`src/rtl/router_pkg.sv`:
```
// Shared router definitions: flit width and flit type.
package router_pkg;

  localparam int unsigned FLIT_W = 16;

  typedef logic [FLIT_W-1:0] flit_t;

endpackage

```
`src/rtl/ni_fifo.sv`:
```
// Synchronous FIFO for the router network interface.
// Pointers carry one extra bit so full and empty are distinguishable.
// The caller is responsible for never pushing when full without a same-cycle
// pop, and never popping when empty.
module ni_fifo
  import router_pkg::*;
#(
  parameter int unsigned DEPTH = 4,
  parameter type         T     = flit_t
) (
  input  logic clk,
  input  logic reset,
  input  logic push,
  input  T     push_data,
  input  logic pop,
  output T     head,
  output logic full,
  output logic empty
);

  localparam int unsigned AW      = $clog2(DEPTH);
  localparam logic [AW:0] PTR_ONE = 1;

  T            mem [DEPTH];
  logic [AW:0] wr_ptr;
  logic [AW:0] rd_ptr;

  // Pointer update; both may move in the same cycle.
  always_ff @(posedge clk or posedge reset) begin
    if (reset) begin
      wr_ptr <= '0;
      rd_ptr <= '0;
    end else begin
      if (push) wr_ptr <= wr_ptr + PTR_ONE;
      if (pop)  rd_ptr <= rd_ptr + PTR_ONE;
    end
  end

  // Storage write; a push into a full FIFO with a same-cycle pop overwrites
  // the slot whose contents are leaving through head this cycle.
  always_ff @(posedge clk) begin
    if (push) mem[wr_ptr[AW-1:0]] <= push_data;
  end

  assign empty = (wr_ptr == rd_ptr);
  assign full  = (wr_ptr[AW] != rd_ptr[AW]) &&
                 (wr_ptr[AW-1:0] == rd_ptr[AW-1:0]);
  assign head  = mem[rd_ptr[AW-1:0]];

endmodule

```
`src/rtl/router_local_ni.sv`:
```
// Network interface between a core and the router's local port.
// TX: core flits are buffered and injected under valid/credit flow control.
// RX: ejected flits are buffered for the core; each pop returns one credit.
// Optional: define ROUTER_NI_STATS_EN to add sent/accepted flit counters.
module router_local_ni
  import router_pkg::*;
#(
  parameter int unsigned CREDITS  = 4,
  parameter int unsigned TX_DEPTH = 4,
  parameter int unsigned RX_DEPTH = 4
) (
  input  logic        clk,
  input  logic        reset,
  input  flit_t       tx_data_i,
  input  logic        tx_valid_i,
  output logic        tx_ready_o,
  output flit_t       rx_data_o,
  output logic        rx_valid_o,
  input  logic        rx_ready_i,
  output flit_t       router_data_o,
  output logic        router_valid_o,
  input  logic        router_credit_i,
  input  flit_t       router_data_i,
  input  logic        router_valid_i,
  output logic        router_credit_o,
  output logic        rx_overflow_o
`ifdef ROUTER_NI_STATS_EN
  ,
  output logic [15:0] tx_flit_cnt_o,
  output logic [15:0] rx_flit_cnt_o
`endif
);

  localparam int unsigned   CW         = $clog2(CREDITS + 1);
  localparam logic [CW-1:0] CREDIT_MAX = CW'(CREDITS);
  localparam logic [CW-1:0] CREDIT_ONE = 1;

  // ---------------- TX path ----------------
  flit_t         tx_head;
  logic          tx_full;
  logic          tx_empty;
  logic          tx_push;
  logic          send;
  logic          ready_en;
  logic [CW-1:0] credit_cnt;
  logic [CW-1:0] credit_next;

  // Holds tx_ready_o low until the first edge after reset releases.
  always_ff @(posedge clk or posedge reset) begin
    if (reset) ready_en <= 1'b0;
    else       ready_en <= 1'b1;
  end

  assign tx_ready_o = ready_en && !tx_full;
  assign tx_push    = tx_valid_i && tx_ready_o;
  assign send       = !tx_empty && (credit_cnt != '0);

  ni_fifo #(
    .DEPTH (TX_DEPTH),
    .T     (flit_t)
  ) u_tx_fifo (
    .clk       (clk),
    .reset     (reset),
    .push      (tx_push),
    .push_data (tx_data_i),
    .pop       (send),
    .head      (tx_head),
    .full      (tx_full),
    .empty     (tx_empty)
  );

  // Credit bookkeeping: send consumes, returned credit refills, saturating.
  always_comb begin
    credit_next = credit_cnt;
    if (send && !router_credit_i) begin
      credit_next = credit_cnt - CREDIT_ONE;
    end else if (router_credit_i && !send && (credit_cnt != CREDIT_MAX)) begin
      credit_next = credit_cnt + CREDIT_ONE;
    end
  end

  // Credit counter and registered router-side TX outputs.
  always_ff @(posedge clk or posedge reset) begin
    if (reset) begin
      credit_cnt     <= CREDIT_MAX;
      router_valid_o <= 1'b0;
      router_data_o  <= '0;
    end else begin
      credit_cnt     <= credit_next;
      router_valid_o <= send;
      router_data_o  <= send ? tx_head : '0;
    end
  end

  // ---------------- RX path ----------------
  flit_t rx_head;
  logic  rx_full;
  logic  rx_empty;
  logic  rx_push;
  logic  rx_pop;

  assign rx_pop  = !rx_empty && rx_ready_i;
  // A flit arriving while full is still accepted when the core pops the head.
  assign rx_push = router_valid_i && (!rx_full || rx_pop);

  ni_fifo #(
    .DEPTH (RX_DEPTH),
    .T     (flit_t)
  ) u_rx_fifo (
    .clk       (clk),
    .reset     (reset),
    .push      (rx_push),
    .push_data (router_data_i),
    .pop       (rx_pop),
    .head      (rx_head),
    .full      (rx_full),
    .empty     (rx_empty)
  );

  assign rx_valid_o = !rx_empty;
  // Storage is not reset, so the head is masked while the FIFO is empty.
  assign rx_data_o  = rx_empty ? '0 : rx_head;

  // Credit return pulse per popped flit and sticky overflow flag.
  always_ff @(posedge clk or posedge reset) begin
    if (reset) begin
      router_credit_o <= 1'b0;
      rx_overflow_o   <= 1'b0;
    end else begin
      router_credit_o <= rx_pop;
      if (router_valid_i && !rx_push) rx_overflow_o <= 1'b1;
    end
  end

`ifdef ROUTER_NI_STATS_EN
  // Free-running statistics counters, wrapping modulo 2^16.
  always_ff @(posedge clk or posedge reset) begin
    if (reset) begin
      tx_flit_cnt_o <= '0;
      rx_flit_cnt_o <= '0;
    end else begin
      if (send)    tx_flit_cnt_o <= tx_flit_cnt_o + 16'd1;
      if (rx_push) rx_flit_cnt_o <= rx_flit_cnt_o + 16'd1;
    end
  end
`endif

endmodule

```
`config.mk`:
```
export PLATFORM = sky130hd
export DESIGN_NAME = router_local_ni
export DESIGN_NICKNAME = d
export VERILOG_FILES = /design/src/rtl/router_pkg.sv /design/src/rtl/ni_fifo.sv /design/src/rtl/router_local_ni.sv
export SDC_FILE = /design/constraint.sdc
export NUM_CORES = 1
export LEC_CHECK = 0
export ABC_AREA = 0
export ABC_CLOCK_PERIOD_IN_PS = 5700
export CAP_MARGIN = 40
export CORE_MARGIN = 2
export CORE_UTILIZATION = 35
export DETAILED_ROUTE_END_ITERATION = 12
export PLACE_DENSITY = 0.64
export SYNTH_ARGS = -nofsm -noshare
export SYNTH_HDL_FRONTEND = slang
export SYNTH_SLANG_ARGS = --single-unit
export TNS_END_PERCENT = 30
```
`constraint.sdc`:
```
create_clock -name clk -period 5.7 [get_ports clk]
set_clock_uncertainty 0.2 [all_clocks]
set_input_delay 0.855 -clock clk [delete_from_list [all_inputs] [get_ports clk]]
set_output_delay 0.855 -clock clk [all_outputs]
set_load 0.01 [all_outputs]
```
# Yosys cells after proc, flatten, opt, wreduce, memory -nomap -nowiden
# Memory sizes are Yosys's and may differ from the RTL's.
# Cells that the tools add are included.
# classes
n_addsub	6
n_mul	0
div_mod_pow	0
n_lt_le_gt_ge	0
n_eq_ne	7
n_shift	0
muxes	8
bitwise	0
n_reduce_logical	21
# ops
operator	count
2-to-1 mux 16 bit	2
adder 3 x 1 -> 3 bit, second input constant	5
logical AND 1 bit	11
zero test 1 bit	7
== test 3 bit	2
2-to-1 mux 3 bit	2
== test 2 bit	2
2-to-1 mux 1 bit	4
!= test 3 bit, second input constant	1
nonzero test 3 bit	1
subtractor 3 x 1 -> 3 bit, second input constant	1
!= test 1 bit	2
nonzero test 2 bit	1
logical OR 1 bit	1
# totals
regBits	35
latch_bits	0
ram_bits	128
mem_bits_ro	0
inputBits	38
output_inout_bits	37
wordCells	54
mem_count	2
# memory_table
memory	depth	word_bits	read_ports	rd_ports_with_merged_regs	write_ports	line	text
u_rx_fifo.mem	4	16	1	0	1	ni_fifo.sv:24	T mem [DEPTH];
u_tx_fifo.mem	4	16	1	0	1	ni_fifo.sv:24	

# Logic depth before layout (Yosys ltp)
# Gate-level depths: netlist of run 1.
# logic_depth
ltp_word	8
depth_mapped	10
mapped_depth_nobuf	8

# Modules after synthesis
# A second synthesis of run 1 with hierarchy kept.
# hier_totals
cells_unflattened	322
area_unflattened_um2	6419.9
# by_module_without_submodules
module	instances	cells_each	area_per_inst_um2	seq_area_each_um2
ni_fifo	2	115	2700.1	2072.0
router_local_ni	1	92	1019.7	576.8

# Least setup slack after synthesis of run 1
# No wires, ideal clock.
# synth_timing
kind	register -> output
from	register u_rx_fifo.rd_ptr[0]
to	output port rx_data_o[10]
arrival_ps	1529
required_time_ps	4645
slack_ps	3116
stages_incl_launch_ff	5
n_path_buf	2
path_cell_list	dfrtp_1 -> buf_4 -> buf_2 -> mux4_2 -> and2_1
# synth_between
elab_chain_len	2
elab_cells_between_ends	3
cone_classes	eq/ne: 1; mux: 1; memory: 1
# synth_lines
item	line	text
start: declaration	ni_fifo.sv:26	logic [AW:0] rd_ptr;
start signal: assignment	ni_fifo.sv:35	if (pop) rd_ptr <= rd_ptr + PTR_ONE;
memory read (4 x 16 bit) or == test 3 bit (tied branches)	n/a	
2-to-1 mux 16 bit (*)	router_local_ni.sv:122	assign rx_data_o = rx_empty ? '0 : rx_head;
end: declaration	router_local_ni.sv:17	output flit_t rx_data_o,
# Mark *: on every way between the ends. The rest lies on a longest branch, timed or not.

# Worst setup path in the final report of run 1
# layout_timing
from	register u_rx_fifo.rd_ptr[0]
to	output port rx_data_o[7]
# Same word-level chain as after synthesis.

==> impl_results.md, run 1 <==
* Tmin final at 3.81 ns
* Synth Area in Simple Gates at just over 5%
* Post-synth ARST share at between 20% and 30%
* Largest family of logic cells by synthesized area: multiplexers
* Status: completed
* Nets@finish at between 400 and 500
* Commonest non-fill, non-tap cell in the layout: edfxtp_1
* Slowest-stage cell, CP: dfrtp_1
* Row cnt at 49
* Pwr Density at between 500 and 600 mW/mm²
* Num ports at 75
* Final antenna-violating net count at 0
* Synth Area in Compound Gates at just under 2%
* DIE WIDTH at ~140 µm
* Rel. slew slack at 46.8%
* Syn Area/Cell at 19.6 µm²
* Post-Syn Instances at 327
* Maximum fanout along the worst path at 18
* Critical path class: reg -> out
* CTS sink cnt at between 150 and 200
* Crit path cell chain: xnor2_1 -> nand3_1 -> and2_1 -> clkdlybuf4s50_1
* Buffers inserted by post-CTS timing repair at 0
* Fillcell total at between 1500 and 2000
* Post-Synthesis Cell Area at approximately 0.0064 mm²
* Initial Util at a little over a third
* Num CTS Buffers at 17
* Flop-to-flop setup slack at 2.65 ns
* Worst Setup Start Kind: flip-flop
* Critical R2R Capture: credit_cnt[2]$_DFFE_PP1P_
* Wire per inst at between 15 and 20 µm
* Final wirelength at around 11 mm
* Leak Pwr at 2.86 nW
* Fmax at between 200 and 300 MHz
* Post-synth EDFFs at between 100 and 150
* Crit. End Element: output pin
* PortBufs at between 70 and 80
* Pins over their slew limit at 0
* Critical path launch point: u_rx_fifo.rd_ptr[0]$_DFFE_PP0P_
* Final Hold Vio Count at 0
* CP arrival at about 2.8 ns
* Post-synth cell types at 42
* Tightest Pin Transition at roughly 0.8 ns
* Clock root buffer: clkbuf_16
* Reg area at about 0.0047 mm²
* Synthesized Nets at between 300 and 400
* Clock Tree Buf Depth at 2
* Post-synthesis xor/xnor area fraction at 2.74%
* Setup WS pre-CTS at between 2 and 2.5 ns
* Final setup margin at ~1.9 ns
* RSZ-0062 raised after global routing: no
* Most frequent cells in the layout: edfxtp_1, clkdlybuf4s50_1, and2_1, dfrtp_1, mux4_2
* Max Cap Viol at 0
* Total number of vias at around 3200
* R2R Path Start: u_tx_fifo.rd_ptr[1]$_DFFE_PP0P_
* DR pass1 iterations at 4
* Synth-to-layout area growth at 26.8%
* Total die area at 0.0194 mm²
* First-pass GRT wire length at approximately 18 mm
* Initial antenna violation count at 0
* Clock Pin Slew Worst Setup and Hold Paths at around 0.070 ns
* Max stage delay on crit path at between 0.5 and 0.6 ns
* Final setup vio count at 0
* H-Tree Level Count at 4
* Layout cell share with drive strength beyond 1 at 18.7%
* Core area at 0.0180 mm²
* Vias in the first global route at about 3500
* Antenna cell count at 0
* Post-route setup TNS at 0 ns
* Synthesis warning total at 0
* Multi-input logic area at 0.00155 mm²
* Die Y at ~140 µm
* DRT iter0 DRCs at ~160
* Data required time of the worst path at 4.64 ns
* Hold WC Path Type: reg -> reg
* CP endpoint: rx_data_o[7]
* Congestion Overflow GR at 0
* HPWL Detailed at 7.34 mm
* GP Congestion at 0.726
* Post-route DRC at 0
* Register area share after synthesis at roughly 74%
* Clk Latency, worst-skew pair at 0.42 ns
* Main synth FF type: edfxtp_1
* Vias per std cell at about 4.8
* TritonCTS clock tree: built
* Reg2Reg Depth at 8
* Tot Pwr at around 4.5 mW
* Max rail drop VDD at about 0.00032 V
* Tcrit/Tclk final at between 60 and 70%
* Synthesis-stage register bit count at 163
* Adder-Cell Fraction of Synth Area at 2.27%
* Hold-fix buffers, CTS at 0
* Post-synthesis mux area share at about an eighth
* Largest net degree at the start of global routing at 36
* GRT Total Usage at 12.6%
* Post-CTS sizing at 0
## cell usage after synthesis, types with 2 or more instances
master / instances / area [µm²]
buf_2: 3 / 15.0
dfrtp_1: 34 / 851
mux4_1: 2 / 52.6
nand3_1: 2 / 10.0
o21ai_0: 2 / 10.0
buf_6: 3 / 33.8
edfxtp_1: 128 / 3840
xnor2_1: 9 / 78.8
buf_1: 2 / 7.51
nor2b_1: 2 / 12.5
mux2_2: 2 / 22.5
a41o_1: 2 / 20.0
xor2_1: 11 / 96.3
clkbuf_1: 3 / 11.3
mux4_2: 30 / 676
nor2_1: 7 / 26.3
inv_1: 14 / 52.6
nand2_1: 2 / 7.51
and2_1: 37 / 231
ha_1: 10 / 125
## through the flow
stage                     area [µm²]  util, %  cells  hold slack, ns
after floorplan                 6390        -    327           0.298
after global placement          7390     41.2    624           0.288
after detailed placement        7520     41.9    631           0.308
after CTS                       8110     45.1    663           0.328
after global routing            8110     45.1    663           0.346
final                           8110     45.1    663           0.328
## area by class of cell
cell class                      instances  area share (%)
Multi-Input combinational cell        138            19.1
Clock buffer                           18            5.29
Timing Repair Buffer                   87            11.3
Inverter                               14           0.648
Sequential cell                       163            58.2
Tap cell                              229            3.53
Clock inverter                         14            1.88
## worst min path at each step
stage | end | depth (start not counted) | slack [ns] | from
after floorplan | u_tx_fifo.wr_ptr[2]$_DFFE_PP0P_ | 1 | 0.30 | u_tx_fifo.wr_ptr[2]$_DFFE_PP0P_
after CTS | rx_overflow_o$_DFFE_PP0P_ | 1 | 0.33 | rx_overflow_o$_DFFE_PP0P_
after global routing | rx_overflow_o$_DFFE_PP0P_ | 1 | 0.35 | rx_overflow_o$_DFFE_PP0P_
after global placement | rx_overflow_o$_DFFE_PP0P_ | 1 | 0.29 | rx_overflow_o$_DFFE_PP0P_
final | u_tx_fifo.wr_ptr[2]$_DFFE_PP0P_ | 1 | 0.33 | u_tx_fifo.wr_ptr[2]$_DFFE_PP0P_
after detailed placement | rx_overflow_o$_DFFE_PP0P_ | 1 | 0.31 | rx_overflow_o$_DFFE_PP0P_
## critical path: cells and delay by family (launching register included)
family	cells	cell delay (ns)
DFF	1	0.58
buffers and inverters	1	0.49
and+or+nand+nor	2	0.87
xor gates and xnor gates	1	0.39
## power by group
part           internal [mW]  leakage [nW]  switching, mW  total, mW
Combinational          0.896         0.990          0.747       1.64
Sequential              1.58          1.59          0.148       1.73
Clock                  0.651         0.281          0.460       1.11
Total                   3.13          2.86           1.35       4.48
## layer usage
| layer | up-vias | GRT usage, % | part of all wire [%] |
|---|---|---|---|
| li1 | 1454 | - | - |
| met1 | 1598 | 15.9 | 43 |
| met2 | 89 | 20.2 | 49 |
| met3 | 16 | 4.18 | 5.7 |
| met4 | 0 | 5.10 | 1.6 |
| met5 | - | 0 | 0 |
## kinds of logic (layout without fill, tap and decap cells)
logic type / count (synthesis) / after routing
flops: 163 / 163
simple gates: 56 / 56
mux: 35 / 35
buf+inv: 26 / 133
xor+xnor: 20 / 20
compound gates: 15 / 15
fa+ha+maj: 11 / 11
other cells: 1 / 1
## registers in the layout, summed over array words and instances, names as in the netlist
register          flops
u_tx_fifo.mem        64
u_tx_fifo.rd_ptr      3
u_rx_fifo.wr_ptr      3
u_rx_fifo.mem        64
router_data_o        16
u_rx_fifo.rd_ptr      3
ready_en              1
credit_cnt            3
router_valid_o        1
u_tx_fifo.wr_ptr      3
rx_overflow_o         1
router_credit_o       1
(Power assumes the default switching activity.)
==> inputs of run 2 (changes only) <==
--- a/config.mk
+++ b/config.mk
@@ -6,12 +6,12 @@
 export NUM_CORES = 1
 export LEC_CHECK = 0
 export ABC_AREA = 0
-export ABC_CLOCK_PERIOD_IN_PS = 5700
+export ABC_CLOCK_PERIOD_IN_PS = 3400
 export CAP_MARGIN = 40
 export CORE_MARGIN = 2
 export CORE_UTILIZATION = 35
 export DETAILED_ROUTE_END_ITERATION = 12
-export PLACE_DENSITY = 0.64
+export PLACE_DENSITY = 0.66
 export SYNTH_ARGS = -nofsm -noshare
 export SYNTH_HDL_FRONTEND = slang
 export SYNTH_SLANG_ARGS = --single-unit
==> constraint.sdc (replaced) <==
create_clock -name clk -period 3.4 [get_ports clk]
set_clock_uncertainty 0.2 [all_clocks]
set_input_delay 0.51 -clock clk [delete_from_list [all_inputs] [get_ports clk]]
set_output_delay 0.51 -clock clk [all_outputs]
set_load 0.01 [all_outputs]
==> run 2 against run 1 <==
Effect of this change:
- sequential power up 65%
- largest power group unchanged
- utilization rose by 0.10 points
- worst setup slack got worse by 1.6 ns
==> impl_results.md, run 2 (synthesized netlist as in run 1, its figures left out) <==
* Antenna cell count at 0
* PortBufs at 74
* CP endpoint: rx_data_o[3]
* Reg2Reg Depth at 8
* Row cnt at between 40 and 50
* Final Util at 45.2%
* DIE WIDTH at approximately 140 µm
* First-pass GRT wire length at between 15 and 20 mm
* Layout cell share with drive strength beyond 1 at 18.6%
* Max rail drop VDD at slightly above 0.0005 V
* Max stage delay on crit path at 0.57 ns
* H-Tree Level Count at 4
* Die Y at about 140 µm
* Clk Latency, worst-skew pair at about 0.42 ns
* Final setup margin at about 0.24 ns
* Reg area at approximately 0.0047 mm²
* Critical R2R Capture: credit_cnt[2]$_DFFE_PP1P_
* Num CTS Buffers at 17
* CTS sink cnt at around 160
* Final antenna-violating net count at 0
* Pins over their slew limit at 0
* GRT Total Usage at 12.5%
* Num ports at 75
* Commonest non-fill, non-tap cell in the layout: edfxtp_1
* Fmax at around 320 MHz
* Multi-input logic area at around 0.0016 mm²
* Data required time of the worst path at around 2.7 ns
* DR pass1 iterations at 4
* Core area at ~0.018 mm²
* DRT iter0 DRCs at 133
* Slowest-stage cell, CP: dfrtp_1
* Critical path depth in cells at 4
* Total number of vias at around 3100
* Post-route setup TNS at 0 ns
* Top delay family on crit path: buffers and inverters
* Clock Pin Slew Worst Setup and Hold Paths at 0.06 ns
* Worst Path Buf+Inv at 2
* HPWL Detailed at between 7 and 8 mm
* Vias in the first global route at around 3400
* Total die area at slightly below 0.02 mm²
* Largest net degree at the start of global routing at 36
* Wire per inst at between 15 and 20 µm
* Final wirelength at around 11 mm
* Placed Cells at around 630
* Final Hold Vio Count at 0
* Leak Pwr at roughly 2.9 nW
* Crit path cell chain: buf_6 -> mux4_2 -> and2_1 -> clkdlybuf4s50_1
* Vias per std cell at roughly 4.7
* Status: completed
* GP Congestion at ~0.76
* TritonCTS clock tree: built
* RSZ-0062 raised after global routing: no
* Buffers inserted by post-CTS timing repair at 0
* Maximum fanout along the worst path at 13
* Synth-to-layout area growth at 27.1%
* Critical path launch point: u_rx_fifo.rd_ptr[0]$_DFFE_PP0P_
* Fillcell total at roughly 1500
* Congestion Overflow GR at 0
* M2 GR Usage at 20.9%
* Most used routing layer: met2
* Crit. End Element: output pin
* CP arrival at between 2 and 2.5 ns
* Setup WS pre-CTS at ~0.50 ns
* Pwr Density at 951 mW/mm²
* Rel. slew slack at between 60% and 70%
* R2R Path Start: u_tx_fifo.rd_ptr[2]$_DFFE_PP0P_
* Max Cap Viol at 0
* Routing usage on met1 at ~15%
* Hold-fix buffers, CTS at 0
* Post-Layout Cell Count at roughly 660
* Hold WC Path Type: reg -> reg
* Worst Setup Start Kind: flip-flop
* Flop-to-flop setup slack at ~0.94 ns
* Initial antenna violation count at 0
* Nets@finish at around 470
* Initial Util at about 36%
* Critical path class: reg -> out
* Tot Pwr at between 7 and 8 mW
* Tightest Pin Transition at between 0.5 and 0.6 ns
* Most frequent cells in the layout: edfxtp_1, clkdlybuf4s50_1, and2_1, dfrtp_1, mux4_2
* Tmin final at 3.16 ns
* Clock root buffer: clkbuf_16
* Final setup vio count at 0
* Met3 usage at under 10%
* Clock Tree Buf Depth at 2
* Tcrit/Tclk final at 92.8%
* Post-CTS sizing at 0
* Post-route DRC at 0
[run 2: report_power, final]
part,internal (mW),switching [mW],total [mW]
combinational,1.47,1.28,2.75
clock,1.38,0.736,2.12
sequential,2.65,0.208,2.86
[run 2: worst min-delay path by stage]
| stage | from | slack (ns) | depth (start not counted) | endpoint |
|---|---|---|---|---|
| 2_1_floorplan | u_tx_fifo.wr_ptr[2]$_DFFE_PP0P_ | 0.30 | 1 | u_tx_fifo.wr_ptr[2]$_DFFE_PP0P_ |
| 3_3_place_gp | rx_overflow_o$_DFFE_PP0P_ | 0.30 | 1 | rx_overflow_o$_DFFE_PP0P_ |
| 3_5_place_dp | rx_overflow_o$_DFFE_PP0P_ | 0.29 | 1 | rx_overflow_o$_DFFE_PP0P_ |
| 4_1_cts | rx_overflow_o$_DFFE_PP0P_ | 0.32 | 1 | rx_overflow_o$_DFFE_PP0P_ |
| 5_1_grt | rx_overflow_o$_DFFE_PP0P_ | 0.34 | 1 | rx_overflow_o$_DFFE_PP0P_ |
| 6_report | rx_overflow_o$_DFFE_PP0P_ | 0.31 | 1 | rx_overflow_o$_DFFE_PP0P_ |
[run 2: final cells by class]
type,instances,share of cell area (%)
Clock buffer,20,5.37
Clock inverter,12,2.80
Inverter,14,0.647
Multi-Input combinational cell,138,19.1
Sequential cell,163,58.1
Tap cell,229,3.53
Timing Repair Buffer,88,10.5
[run 2: per-layer routing]
metal  vias to the layer above  part of all wire [%]
met5                         -                     0
met4                         0                   1.1
met3                        12                   4.8
met2                        83                    50
met1                      1591                    44
li1                       1443                     -
[run 2: metrics by stage]
stage / cell area (µm²) / hold slack [ns]
CTS: 8120 / 0.316
floorplan: 6390 / 0.298
global placement: 7450 / 0.301
finish: 8130 / 0.306
detailed placement: 7450 / 0.287
global route: 8130 / 0.336
==> inputs of run 3 (changes only) <==
--- a/config.mk
+++ b/config.mk
@@ -11,8 +11,9 @@
 export CORE_MARGIN = 2
 export CORE_UTILIZATION = 35
 export DETAILED_ROUTE_END_ITERATION = 12
+export HOLD_SLACK_MARGIN = 0.03
 export PLACE_DENSITY = 0.66
 export SYNTH_ARGS = -nofsm -noshare
 export SYNTH_HDL_FRONTEND = slang
 export SYNTH_SLANG_ARGS = --single-unit
-export TNS_END_PERCENT = 30
+export TNS_END_PERCENT = 50
==> results of run 3 <==
The final DEF is identical to that of run 2; final timing and power are the same.
